`config.mk`:
```
export PLATFORM = sky130hd
export DESIGN_NAME = hndshk_dest_buffer
export DESIGN_NICKNAME = d
export VERILOG_FILES = /design/src/rtl/hndshk_pkg.sv /design/src/rtl/hndshk_dest_ram.sv /design/src/rtl/hndshk_dest_buffer.sv
export SDC_FILE = /design/constraint.sdc
export NUM_CORES = 1
export LEC_CHECK = 0
export BUFFER_PORTS_ARGS = -buffer_cell sky130_fd_sc_hd__buf_2
export CAP_MARGIN = 20
export CORE_MARGIN = 1
export CORE_UTILIZATION = 55
export DETAILED_ROUTE_END_ITERATION = 6
export PLACE_DENSITY = 0.77
export SLEW_MARGIN = 20
export SYNTH_ARGS = -nofsm -noshare
export SYNTH_HDL_FRONTEND = slang
export SYNTH_SLANG_ARGS = --single-unit
export TNS_END_PERCENT = 1
```
`constraint.sdc`:
```
create_clock -name dest_clk -period 3.9 [get_ports dest_clk]
set_input_delay 0.585 -clock dest_clk [delete_from_list [all_inputs] [get_ports dest_clk]]
set_output_delay 0.585 -clock dest_clk [all_outputs]
set_load 0.005 [all_outputs]
```
`src/rtl/hndshk_pkg.sv`:
```
// Shared types and defaults for the handshake destination buffer.
// Holds the occupancy-state enum, default geometry and a level-to-state helper.
package hndshk_pkg;

  localparam int DEF_DATA_W = 8;
  localparam int DEF_DEPTH  = 4;

  typedef enum logic [1:0] {
    OCC_EMPTY   = 2'd0,
    OCC_PARTIAL = 2'd1,
    OCC_FULL    = 2'd2
  } occ_state_t;

  function automatic occ_state_t occ_state_of(input int lvl, input int depth);
    if (lvl == 0)          return OCC_EMPTY;
    else if (lvl >= depth) return OCC_FULL;
    else                   return OCC_PARTIAL;
  endfunction

endpackage

```
`src/rtl/hndshk_dest_ram.sv`:
```
// DEPTH x DATA_W register array: one synchronous write port, asynchronous read.
module hndshk_dest_ram #(
  parameter int DATA_W = 8,
  parameter int DEPTH  = 4,
  parameter int AW     = $clog2(DEPTH)
) (
  input  logic              clk,
  input  logic              we,
  input  logic [AW-1:0]     waddr,
  input  logic [DATA_W-1:0] wdata,
  input  logic [AW-1:0]     raddr,
  output logic [DATA_W-1:0] rdata
);

  logic [DATA_W-1:0] mem [DEPTH];

  // NOTE: storage is deliberately not reset; validity is tracked by the pointers
  // and level, so clearing the array would only cost reset fan-out.
  always_ff @(posedge clk) begin
    if (we) mem[waddr] <= wdata;
  end

  assign rdata = mem[raddr];

endmodule

```
`src/rtl/hndshk_dest_buffer.sv`:
```
// First-word fall-through buffer behind a handshake destination, with registered stall.
// Optional accept_count statistics output enabled by macro HNDSHK_DEST_STATS_EN.
module hndshk_dest_buffer
  import hndshk_pkg::*;
#(
  parameter int DATA_W = DEF_DATA_W,
  parameter int DEPTH  = DEF_DEPTH
) (
  input  logic                   dest_clk,
  input  logic                   dest_reset_n,
  input  logic                   dest_strobe,
  input  logic [DATA_W-1:0]      dest_data,
  output logic                   dest_stall,
  output logic                   out_valid,
  input  logic                   out_ready,
  output logic [DATA_W-1:0]      out_data,
  output logic [$clog2(DEPTH):0] level,
  output logic                   overflow
`ifdef HNDSHK_DEST_STATS_EN
  ,
  output logic [15:0]            accept_count
`endif
);

  localparam int AW = $clog2(DEPTH);
  localparam int LW = AW + 1;
  localparam logic [LW-1:0] LVL_FULL  = LW'(DEPTH);
  localparam logic [LW-1:0] LVL_STALL = LW'(DEPTH - 1);

  logic [AW-1:0]     wr_ptr, rd_ptr;
  logic [DATA_W-1:0] rd_data;
  logic [LW-1:0]     level_nxt;
  occ_state_t        state;
  logic              push, pop, drop;

  // NOTE: every always_comb output gets a default first so no latch is inferred.
  always_comb begin
    pop       = out_valid && out_ready;
    push      = dest_strobe && ((level != LVL_FULL) || pop);
    drop      = dest_strobe && (level == LVL_FULL) && !pop;
    level_nxt = level;
    case ({push, pop})
      2'b10:   level_nxt = level + LW'(1);
      2'b01:   level_nxt = level - LW'(1);
      default: level_nxt = level;
    endcase
  end

  // NOTE: sequential state uses non-blocking assignments only, so every register
  // samples the pre-edge values of the others.
  always_ff @(posedge dest_clk or negedge dest_reset_n) begin
    if (!dest_reset_n) begin
      level      <= '0;
      wr_ptr     <= '0;
      rd_ptr     <= '0;
      state      <= OCC_EMPTY;
      dest_stall <= 1'b0;
      overflow   <= 1'b0;
    end else begin
      level      <= level_nxt;
      state      <= occ_state_of(int'(level_nxt), DEPTH);
      dest_stall <= (level_nxt >= LVL_STALL);
      if (push) wr_ptr <= wr_ptr + AW'(1);
      if (pop)  rd_ptr <= rd_ptr + AW'(1);
      if (drop) overflow <= 1'b1;
    end
  end

  assign out_valid = (state != OCC_EMPTY);
  // Gated so the unreset array never leaks stale data while empty or in reset.
  assign out_data  = out_valid ? rd_data : '0;

  hndshk_dest_ram #(
    .DATA_W (DATA_W),
    .DEPTH  (DEPTH),
    .AW     (AW)
  ) u_ram (
    .clk   (dest_clk),
    .we    (push),
    .waddr (wr_ptr),
    .wdata (dest_data),
    .raddr (rd_ptr),
    .rdata (rd_data)
  );

`ifdef HNDSHK_DEST_STATS_EN
  always_ff @(posedge dest_clk or negedge dest_reset_n) begin
    if (!dest_reset_n)                       accept_count <= '0;
    else if (push && (accept_count != '1))   accept_count <= accept_count + 16'd1;
  end
`endif

endmodule

```
==> results of run 1 <==
==> per-stage QoR <==
stage	power, uW	hold slack (ns)	util (%)
6_report	1460	0.0671	65.6
5_1_grt	1570	0.0562	65.6
4_1_cts	1490	0.0585	65.6
3_5_place_dp	1260	0.464	63.5
3_3_place_gp	1230	0.432	63.5
2_1_floorplan	1080	0.289	-
==> power groups by stage <==
stage | combinational, uW | sequential (uW) | clock [uW]
final | 520 | 719 | 223
after global routing | 576 | 740 | 252
after CTS | 530 | 722 | 234
after detailed placement | 525 | 733 | 0
after global placement | 508 | 724 | 0
after floorplan | 409 | 672 | 0
==> worst max path at each step <==
stage                             end  slack, ns  cells after the start
final                     out_data[1]       1.36                      3
after global routing      out_data[5]       1.22                      3
after CTS                 out_data[5]       1.32                      3
after detailed placement   dest_stall       1.67                      8
after global placement     dest_stall       1.69                      8
after floorplan            dest_stall       1.94                      7
==> final cells by class <==
cell class	instances	area [sq um]	share of cell area, %
clock buffer	6	51.3	2.54
tap	44	55.1	2.73
multi-input combinational	54	546	27.0
clock inverter	2	12.5	0.620
sequential	42	1210	60.0
timing repair buffer	25	125	6.20
inverter	5	18.8	0.929
==> state kept, by name, summed over array words and instances, names as in the netlist <==
signal and flops:
dest_stall 1, level 3, overflow 1, rd_ptr 2, state 1, u_ram.mem 32
wr_ptr 2
==> cell usage in the layout, fill, tap and decap left out, types with 2 or more instances in the layout <==
cell type / instances
sky130_fd_sc_hd__a311oi_1: 3
sky130_fd_sc_hd__and2_1: 12
sky130_fd_sc_hd__buf_2: 25
sky130_fd_sc_hd__clkbuf_4: 5
sky130_fd_sc_hd__dfrtp_1: 10
sky130_fd_sc_hd__edfxtp_1: 32
sky130_fd_sc_hd__ha_1: 4
sky130_fd_sc_hd__inv_1: 5
sky130_fd_sc_hd__mux2_2: 3
sky130_fd_sc_hd__mux4_2: 8
sky130_fd_sc_hd__nand2_1: 3
sky130_fd_sc_hd__nor2_2: 2
sky130_fd_sc_hd__o21ai_1: 2
sky130_fd_sc_hd__or2_2: 2
sky130_fd_sc_hd__xnor2_1: 4
==> critical path: cells and delay by family (launching register included) <==
kind	cells	cell delay [ns]
DFF	1	0.74
and+or+nand+nor	1	0.17
buffers and inverters	1	0.12
muxes	1	0.57
==> per-layer routing <==
metal | GRT usage [%] | part of all wire, % | vias up
met4 | 6.12 | 0.65 | 0
met1 | 24.1 | 41 | 482
met3 | 6.11 | 5.5 | 2
li1 | - | - | 450
met5 | 0 | 0 | -
met2 | 32.0 | 53 | 28
==> cells by family after synthesis <==
kind of cell | after synthesis | synth area share, %
DFF | 42 | 67.5
and+or+nand+nor | 24 | 7.94
muxes | 11 | 11.9
AOI/OAI and AO/OA | 10 | 4.67
buffers and inverters | 9 | 2.16
adders and majority gates | 5 | 3.90
xor gates and xnor gates | 4 | 1.95
==> impl_metrics.yaml, run 1 <==
sta:
  timing.final.hold_violations: 0
  final-max-slew-violation-count: 0
  fmax_mhz: 393
  clock_skew_ns: 0.0122
  setup_viol: 0
  post-route-min-period_ns: 2.54
  timing.setup.tns_ns: 0
  maxSlewHeadroom_pct: 60.5
  setup_repair_after_global_routing_missed_its_margin: "false"
  fin_crit_sh_pct: 65.2
  worst_setup_slack_final_ns: 1.36
  worst_pin_slew_ns: 0.593
synthesis:
  proportion_of_netlist_area_held_by_the_largest_area_contributor_pct: 53.5
  netlist_instances: 105
  synth_enable_flop_cells: 32
  synth_area_leader: "sky130_fd_sc_hd__edfxtp_1"
  synth_async_sr_flop_share_pct: 23.8
  yosysSeqAreaShare_pct: 67.5
  synth-warning-count: 0
  synth-seq-cells: 42
  post_synthesis_net_count: 122
  ys_top_cells_by_count: "sky130_fd_sc_hd__edfxtp_1, sky130_fd_sc_hd__and2_1, sky130_fd_sc_hd__dfrtp_1"
  postSynth.topFlopCell: "sky130_fd_sc_hd__edfxtp_1"
  most_repeated_cell_in_the_gate_level_netlist_after_synthesis: "sky130_fd_sc_hd__edfxtp_1"
  postSynthAreaPerCell_sq_um: 17.1
  post_synth_instance_area_sq_um: 1800
  synth_cell_types: 27
  post_synth_main_area_contributors: "sky130_fd_sc_hd__edfxtp_1, sky130_fd_sc_hd__dfrtp_1, sky130_fd_sc_hd__mux4_2"
die:
  die_w_microns: 59.1
  die_height_microns: 59.1
  design.portCount: 26
  core_region_area_sq_um: 3080
  rows: 20
  die-area_sq_um: 3500
  initial_utilization_pct: 58.3
final_layout:
  post_layout_nonfiller_instances: 178
  antenna_cells: 0
  area.growth.synth_to_final_pct: 12.5
  fill_cells: 244
  layout.cell_area.non_filler_sq_um: 2020
  nets: 150
  post_route_cells_drive_above_1_share_pct: 38.1
clock_tree:
  htree_num_levels: 2
  cts_resized: 0
  cts_tree: "done"
  postCtsSetupRepairBufs: 0
  clk-insertion-delay-late_ns: 0.35
  clock-root-buffer: "sky130_fd_sc_hd__clkbuf_4"
  cts-buffers-inserted: 5
  clockBufferDepth: 2
  cts-hold-fix-buffers: 0
  worst_setup_hold_path_clk_slew_ns: 0.12
  tritoncts_num_sinks: 42
setup_path:
  depth_of_the_most_critical_reg_to_reg_path: 7
  worstPathMaxFanout: 10
  worst_ep_arrival_time_ns: 1.96
  timing.critical_path.cells: "mux4_2 > and2_1 > buf_2"
  crit-reg2reg-launch: "level[2]"
  regToRegSetupSlack_ns: 1.79
  cp-start-kind: "register"
  reg2reg_to: "dest_stall"
  critical_path_class: "reg2out"
  end_kind: "primary output"
  critical_path_required_ns: 3.31
  worstSetupStartpoint: "rd_ptr[0]"
  critPathSlowestCell: "sky130_fd_sc_hd__dfrtp_1"
  critical_path.max_stage_delay_ns: 0.74
placed_design:
  post_place_worst_slack_ns: 1.67
  detailed_place.area_sq_um: 1960
  hpwl_mm: 1.95
  inst_count_dp: 170
  gpl.final_weighted_congestion: 0.730
  placement.io_buffers: 25
grt:
  via_count_of_the_first_global_routing_pass: 982
  globalRouteOverflowTotal: 0
  grt_antenna_before_repair: 0
  grt_use_total_pct: 19.2
  grt_max_degree: 14
  grt_pass1_wl_mm: 4.60
power_and_ir_drop:
  clock_power_share_pct: 15.2
  max-vdd-ir-drop_uv: 388
  intPower_uw: 987
  net-switching-power_uw: 476
  switching_share_pct: 32.5
  power_density_nw_per_um2: 724
  combinational_power_share_pct: 35.6
  power.sequential.fraction_pct: 49.2
  cellLeakagePower_uw: 0.000764
routing:
  route.detailed.wl_per_inst_microns: 15.7
  routed-via-count: 962
  drt_wl_total_mm: 2.79
  routed_via_density: 5.40
  final_antenna_net_count: 0
  detailedRoute.firstPassIterationCount: 4
  first_iter_violations: 56
  remaining_drc_errors: 0
hold_path:
  hold_removal_path_class: "in2async"
run_status:
  outcome: "finished, final reports clean"
run:
  cap_violations: 0
Power figures use the tool's default switching activity.
==> run 2, diff against run 1 <==
==> constraint.sdc (replaced) <==
create_clock -name dest_clk -period 2.6 [get_ports dest_clk]
set_input_delay 0.39 -clock dest_clk [delete_from_list [all_inputs] [get_ports dest_clk]]
set_output_delay 0.39 -clock dest_clk [all_outputs]
set_load 0.005 [all_outputs]
==> run 2 against run 1 <==
Effect of this change: combinational power up 57%; design area up 1.4%; non-clock buffer count up 2; sequential share of layout area decreased by 0.84 points; sequential cell count did not move; clock power increased by 77%; sequential power up 50%; clock skew decreased by 0.00063 ns; global-route usage up 1.7 points; via count is 0.73% higher; count of clock-buffer cells in the layout is 1 higher; critical path type unchanged; critical endpoint is now out_data[6]; largest cell class unchanged; highest routed layer unchanged.
==> impl_metrics.yaml, run 2 (synthesis gave the netlist of run 1 again) <==
run_status:
  outcome: "finished, final reports clean"
final_layout:
  layout_top_registers: "u_ram.mem: 32 flops, level: 3 flops"
  post-route-util_pct: 66.5
  nets: 152
  antenna_cells: 0
  largest_register_ff_count: 32
  post_route_cells_drive_above_1_share_pct: 36.8
  layout.cells.most_common: "sky130_fd_sc_hd__edfxtp_1"
  area.growth.synth_to_final_pct: 14.1
  layout.cell_area.non_filler_sq_um: 2050
  mostFrequentLayoutCells: "sky130_fd_sc_hd__edfxtp_1, sky130_fd_sc_hd__buf_2, sky130_fd_sc_hd__and2_1, sky130_fd_sc_hd__dfrtp_1, sky130_fd_sc_hd__mux4_2"
  fill_cells: 231
  top_register: "u_ram.mem"
power_and_ir_drop:
  power_density_nw_per_um2: 1120
  max-vdd-ir-drop_uv: 647
  fin_total_pwr_uw: 2290
  cellLeakagePower_uw: 0.000778
setup_path:
  critical_path_required_ns: 2.21
  worst_ep_arrival_time_ns: 1.91
  crit-reg2reg-launch: "level[2]"
  critPathSlowestCell: "sky130_fd_sc_hd__dfrtp_1"
  worstPathMaxFanout: 9
  timing.critical_path.cells: "mux4_2 > and2_1 > buf_2"
  critical_path.max_stage_delay_ns: 0.71
  reg2reg_to: "dest_stall"
  regToRegSetupSlack_ns: 0.47
  end_kind: "primary output"
  depth_of_the_most_critical_reg_to_reg_path: 7
  cp-start-kind: "register"
  critical_path_class: "reg2out"
clock_tree:
  clk-insertion-delay-late_ns: 0.34
  cts-buffers-inserted: 5
  clockBufferDepth: 2
  clock-root-buffer: "sky130_fd_sc_hd__clkbuf_4"
  htree_num_levels: 2
  worst_setup_hold_path_clk_slew_ns: 0.11
  tritoncts_num_sinks: 42
  cts_tree: "done"
  cts_resized: 0
grt:
  grt_antenna_before_repair: 0
  grt_use_total_pct: 20.9
  grt_max_degree: 13
  globalRouteOverflowTotal: 0
  via_count_of_the_first_global_routing_pass: 1009
  grt_pass1_wl_mm: 4.88
placed_design:
  detailed_place.area_sq_um: 1960
  placement.io_buffers: 25
  gpl.final_weighted_congestion: 0.759
  hpwl_mm: 2.00
hold_path:
  hold_removal_path_class: "in2reg"
  hold_path_startpoint: "dest_data[4]"
  holdPathEnd: "u_ram.mem[2][4]"
  worstHoldPathCells: 1
die:
  die_w_microns: 59.1
  die-area_sq_um: 3500
  core_region_area_sq_um: 3080
  die_height_microns: 59.1
  initial_utilization_pct: 58.3
  design.portCount: 26
  rows: 20
sta:
  worst_pin_slew_ns: 0.562
  timing.setup.tns_ns: 0
  post-route-min-period_ns: 2.30
  fin_crit_sh_pct: 88.4
  timing.final.hold_violations: 0
  setup_repair_after_global_routing_missed_its_margin: "false"
  clock_skew_ns: 0.0116
  final.hold.worst_slack_ns: 0.251
  fmax_mhz: 435
  maxSlewHeadroom_pct: 62.6
  final-max-slew-violation-count: 0
  setup_viol: 0
run:
  cap_violations: 0
routing:
  routed-via-count: 969
  first_iter_violations: 77
  drt_wl_total_mm: 2.94
  routed_via_density: 5.38
  remaining_drc_errors: 0
  final_antenna_net_count: 0
  detailedRoute.firstPassIterationCount: 4
  route.detailed.wl_per_inst_microns: 16.3
[run 2: changes by cell type in the layout (fill, tap and decap cells not counted), sizes merged]
cell	delta
buf	+1
bufinv	+1
clkbuf	+1
clkinv	-1
clkinvlp	-1
dlygate4sd3	+1
[run 2: repair_timing]
item,in CTS,in global routing
hold endpoints to repair,10,0
hold buffers,1,0
setup buffers,0,0
[run 2: worst max-delay path by stage]
stage               startpoint     endpoint  slack (ns)  depth (start not counted)
floorplan             level[2]   dest_stall        0.68                          7
global placement      level[2]   dest_stall        0.62                          7
detailed placement    level[2]   dest_stall        0.52                          7
CTS                  rd_ptr[0]  out_data[7]        0.24                          3
global route         rd_ptr[0]  out_data[0]        0.15                          3
finish               rd_ptr[0]  out_data[6]        0.30                          3
[run 2: where the power goes]
group          switching, uW  total [uW]  leakage (uW)  internal, uW
combinational            363         814      0.000328           451
clock                    191         395     0.0000395           204
sequential               164        1080      0.000410           914
total                    718        2290      0.000778          1570
[run 2: per-stage QoR]
step / std cells / setup WS [ns]
2_1_floorplan: 105 / 0.676
3_3_place_gp: 171 / 0.621
3_5_place_dp: 171 / 0.522
4_1_cts: 180 / 0.242
5_1_grt: 180 / 0.151
6_report: 180 / 0.303
[run 2: area by class of cell]
class,count,area (sq um),share of cell area [%]
clock inverter,1,30.0,1.47
sequential,42,1210,59.1
multi-input combinational,54,546,26.6
inverter,5,18.8,0.916
clock buffer,7,45.0,2.20
tap,44,55.1,2.69
timing repair buffer,27,143,6.96
[run 2: layer usage]
layer  track usage (%)  wire length [microns]  share of wire (%)  up-vias
li1                  -                      -                  -      453
met1              26.3                   1250                 43      480
met2              33.9                   1520                 52       28
met3              4.59                    104                3.5        8
met4              11.2                     62                2.1        0
met5                 0                      0                  0        -
[run 2: worst max-delay path, delay by kind of cell (launching register included)]
family,cells,cell delay [ns]
AND/OR/NAND/NOR,1,0.17
flip-flops,1,0.71
multiplexers,1,0.57
buffers and inverters,1,0.12
==> run 3, diff against run 2 <==
--- a/config.mk
+++ b/config.mk
@@ -5,6 +5,7 @@
 export SDC_FILE = /design/constraint.sdc
 export NUM_CORES = 1
 export LEC_CHECK = 0
+export ABC_AREA = 1
 export BUFFER_PORTS_ARGS = -buffer_cell sky130_fd_sc_hd__buf_2
 export CAP_MARGIN = 20
 export CORE_MARGIN = 1
==> run 3 against run 2 <==
Effect of this change: sequential cell count stayed put; worst hold slack lost 0.0073 ns; design area increased by 0.86%; area after synthesis rose by 1.5%; synthesized cell count grew 58%; maximum frequency up 2.0%; clock power is 5% higher; wire length rose by 18%; critical path type unchanged.
==> impl_metrics.yaml, run 3 <==
die:
  design.portCount: 26
  die_w_microns: 59.6
  rows: 20
  die_height_microns: 59.6
  core_region_area_sq_um: 3100
  die-area_sq_um: 3550
  initial_utilization_pct: 58.7
synthesis:
  synth_cell_types: 22
  most_repeated_cell_in_the_gate_level_netlist_after_synthesis: "sky130_fd_sc_hd__nor2_1"
  synth_async_sr_flop_share_pct: 23.8
  synth_compound_gate_area_share_pct: 7.55
  yosysSeqAreaShare_pct: 66.4
  post_synth_main_area_contributors: "sky130_fd_sc_hd__edfxtp_1, sky130_fd_sc_hd__dfrtp_1, sky130_fd_sc_hd__nor2_1"
  post_synth_and_or_nand_nor_area_fraction_pct: 15.2
  synth_top_family_by_area: "simple AND/OR/NAND/NOR gates"
  synth.area.mux_share_pct: 0
  proportion_of_netlist_area_held_by_the_largest_area_contributor_pct: 52.7
  synth_area_leader: "sky130_fd_sc_hd__edfxtp_1"
  post_synthesis_net_count: 183
  postSynthAreaPerCell_sq_um: 11.0
  synth-warning-count: 0
  yosys.area_share.adder_pct: 3.84
  ys_top_cells_by_count: "sky130_fd_sc_hd__nor2_1, sky130_fd_sc_hd__edfxtp_1, sky130_fd_sc_hd__inv_1"
  postSynth.topFlopCell: "sky130_fd_sc_hd__edfxtp_1"
  post_synth_xor_area_fraction_pct: 1.44
  post_synth_instance_area_sq_um: 1820
  netlist_instances: 166
  synth-seq-cells: 42
  synth_enable_flop_cells: 32
final_layout:
  largest_register_ff_count: 32
  layout_top_registers: "u_ram.mem: 32 flops, level: 3 flops"
  mostFrequentLayoutCells: "sky130_fd_sc_hd__nor2_1, sky130_fd_sc_hd__edfxtp_1, sky130_fd_sc_hd__buf_2, sky130_fd_sc_hd__inv_1, sky130_fd_sc_hd__nand2_1"
  top_register: "u_ram.mem"
  final-seq-area_sq_um: 1210
  nets: 211
  area.growth.synth_to_final_pct: 13.3
  layout.cells.most_common: "sky130_fd_sc_hd__nor2_1"
  multiInputGateArea_sq_um: 510
  antenna_cells: 0
  post_route_cells_drive_above_1_share_pct: 21.0
  fill_cells: 260
setup_path:
  critical_path_required_ns: 2.21
  cp-start-kind: "register"
  critical_path_class: "reg2out"
  worst_ep_arrival_time_ns: 1.86
  depth_of_the_most_critical_reg_to_reg_path: 6
  end_kind: "primary output"
  worstPathMaxFanout: 18
run:
  cap_violations: 0
clock_tree:
  clk-insertion-delay-late_ns: 0.36
  tritoncts_num_sinks: 42
  htree_num_levels: 2
  cts-buffers-inserted: 5
  clock-root-buffer: "sky130_fd_sc_hd__clkbuf_4"
  worst_setup_hold_path_clk_slew_ns: 0.12
  clockBufferDepth: 2
  cts_tree: "done"
sta:
  fin_crit_sh_pct: 86.6
  worst_setup_slack_final_ns: 0.348
  maxSlewHeadroom_pct: 48.5
  fmax_mhz: 444
  setup_repair_after_global_routing_missed_its_margin: "false"
  timing.setup.tns_ns: 0
  post-route-min-period_ns: 2.25
  worst_pin_slew_ns: 0.769
  setup_viol: 0
  timing.final.hold_violations: 0
  final-max-slew-violation-count: 0
  clock_skew_ns: 0.0124
  final.hold.worst_slack_ns: 0.244
routing:
  route.detailed.wl_per_inst_microns: 14.5
  drt_wl_total_mm: 3.47
  remaining_drc_errors: 0
  routed-via-count: 1256
  final_antenna_net_count: 0
  routed_via_density: 5.26
  detailedRoute.firstPassIterationCount: 4
  first_iter_violations: 51
power_and_ir_drop:
  clock_power_share_pct: 17.6
  power_density_nw_per_um2: 1130
  net-switching-power_uw: 889
  cellLeakagePower_uw: 0.000863
  power.sequential.fraction_pct: 45.3
  max-vdd-ir-drop_uv: 601
  combinational_power_share_pct: 37.1
  switching_share_pct: 38.0
  intPower_uw: 1450
placed_design:
  placement.io_buffers: 25
  gpl.final_weighted_congestion: 0.776
  post_place_worst_slack_ns: 0.623
  hpwl_mm: 2.41
grt:
  grt_pass1_wl_mm: 5.61
  via_count_of_the_first_global_routing_pass: 1195
  grt_antenna_before_repair: 0
  globalRouteOverflowTotal: 0
  grt_max_degree: 19
  grt_use_total_pct: 23.0
run_status:
  outcome: "finished, final reports clean"
hold_path:
  worstHoldPathCells: 1
  hold_removal_path_class: "in2reg"
[run 3: changes by cell type after synthesis, moves of 4 or more]
| cell | change |
|---|---|
| sky130_fd_sc_hd__inv_1 | +13 |
| sky130_fd_sc_hd__o21ai_0 | +7 |
| sky130_fd_sc_hd__o21ai_1 | +8 |
| sky130_fd_sc_hd__and2_1 | -12 |
| sky130_fd_sc_hd__a21oi_1 | +9 |
| sky130_fd_sc_hd__nand3_1 | +4 |
| sky130_fd_sc_hd__nand2_1 | +10 |
| sky130_fd_sc_hd__nor2_1 | +38 |
| sky130_fd_sc_hd__mux4_2 | -8 |
| sky130_fd_sc_hd__xnor2_1 | -4 |
[run 3: repair_timing]
action | 4_1_cts | 5_1_grt
hold endpoints to repair | 10 | 0
setup buffers | 0 | 0
hold buffers | 1 | 0
resized for setup | 0 | 0
[run 3: worst paths after layout]
path | start | to | slack, ns
max | rd_ptr[0] | out_data[4] | 0.35
min | dest_data[5] | u_ram.mem[0][5] | 0.24
max reg2reg | level[2] | u_ram.mem[1][3] | 0.65
min in group asynchronous | dest_reset_n | rd_ptr[0] | 0.41
max in group asynchronous | dest_reset_n | level[0] | 1.98
min reg2reg | overflow | overflow | 0.49
[run 3: area by class of cell]
type / instances / share of cell area (%)
clock buffers: 6 / 2.00
clock inverters: 2 / 1.82
inverters: 20 / 3.63
multi-input cells: 99 / 24.7
flip-flops and latches: 42 / 58.6
well taps: 44 / 2.67
repair buffers: 26 / 6.54
[run 3: through the flow]
| step | cells | cell area [sq um] | total power (uW) | util [%] |
|---|---|---|---|---|
| floorplan | 166 | 1820 | 1640 | - |
| global placement | 230 | 1980 | 1900 | 63.7 |
| detailed placement | 230 | 1980 | 1940 | 63.7 |
| CTS | 239 | 2070 | 2360 | 66.6 |
| global route | 239 | 2070 | 2530 | 66.6 |
| finish | 239 | 2070 | 2340 | 66.6 |
[run 3: layer usage]
layer  track usage, %  part of all wire, %
met5                0                    0
met4             9.30                 0.55
met3             7.42                  6.4
met2             35.3                   48
met1             30.5                   45
[run 3: kinds of logic after synthesis]
logic type	count (synthesis)
compound gates	27
xor+xnor	3
fa+ha+maj	5
buf+inv	25
flops	42
simple gates	64
[run 3: critical path, stage by stage (launching register included)]
cell and delay (ns):
sky130_fd_sc_hd__dfrtp_1 0.71, sky130_fd_sc_hd__inv_2 0.26, sky130_fd_sc_hd__o21ai_0 0.28, sky130_fd_sc_hd__a21oi_1 0.10, sky130_fd_sc_hd__buf_2 0.15
[run 3: power groups by stage]
stage               registers (uW)  clock network (uW)  logic [uW]
floorplan                      993                   0         645
CTS                           1060                 423         876
global route                  1080                 456        1000
global placement              1060                   0         838
detailed placement            1070                   0         869
finish                        1060                 413         869
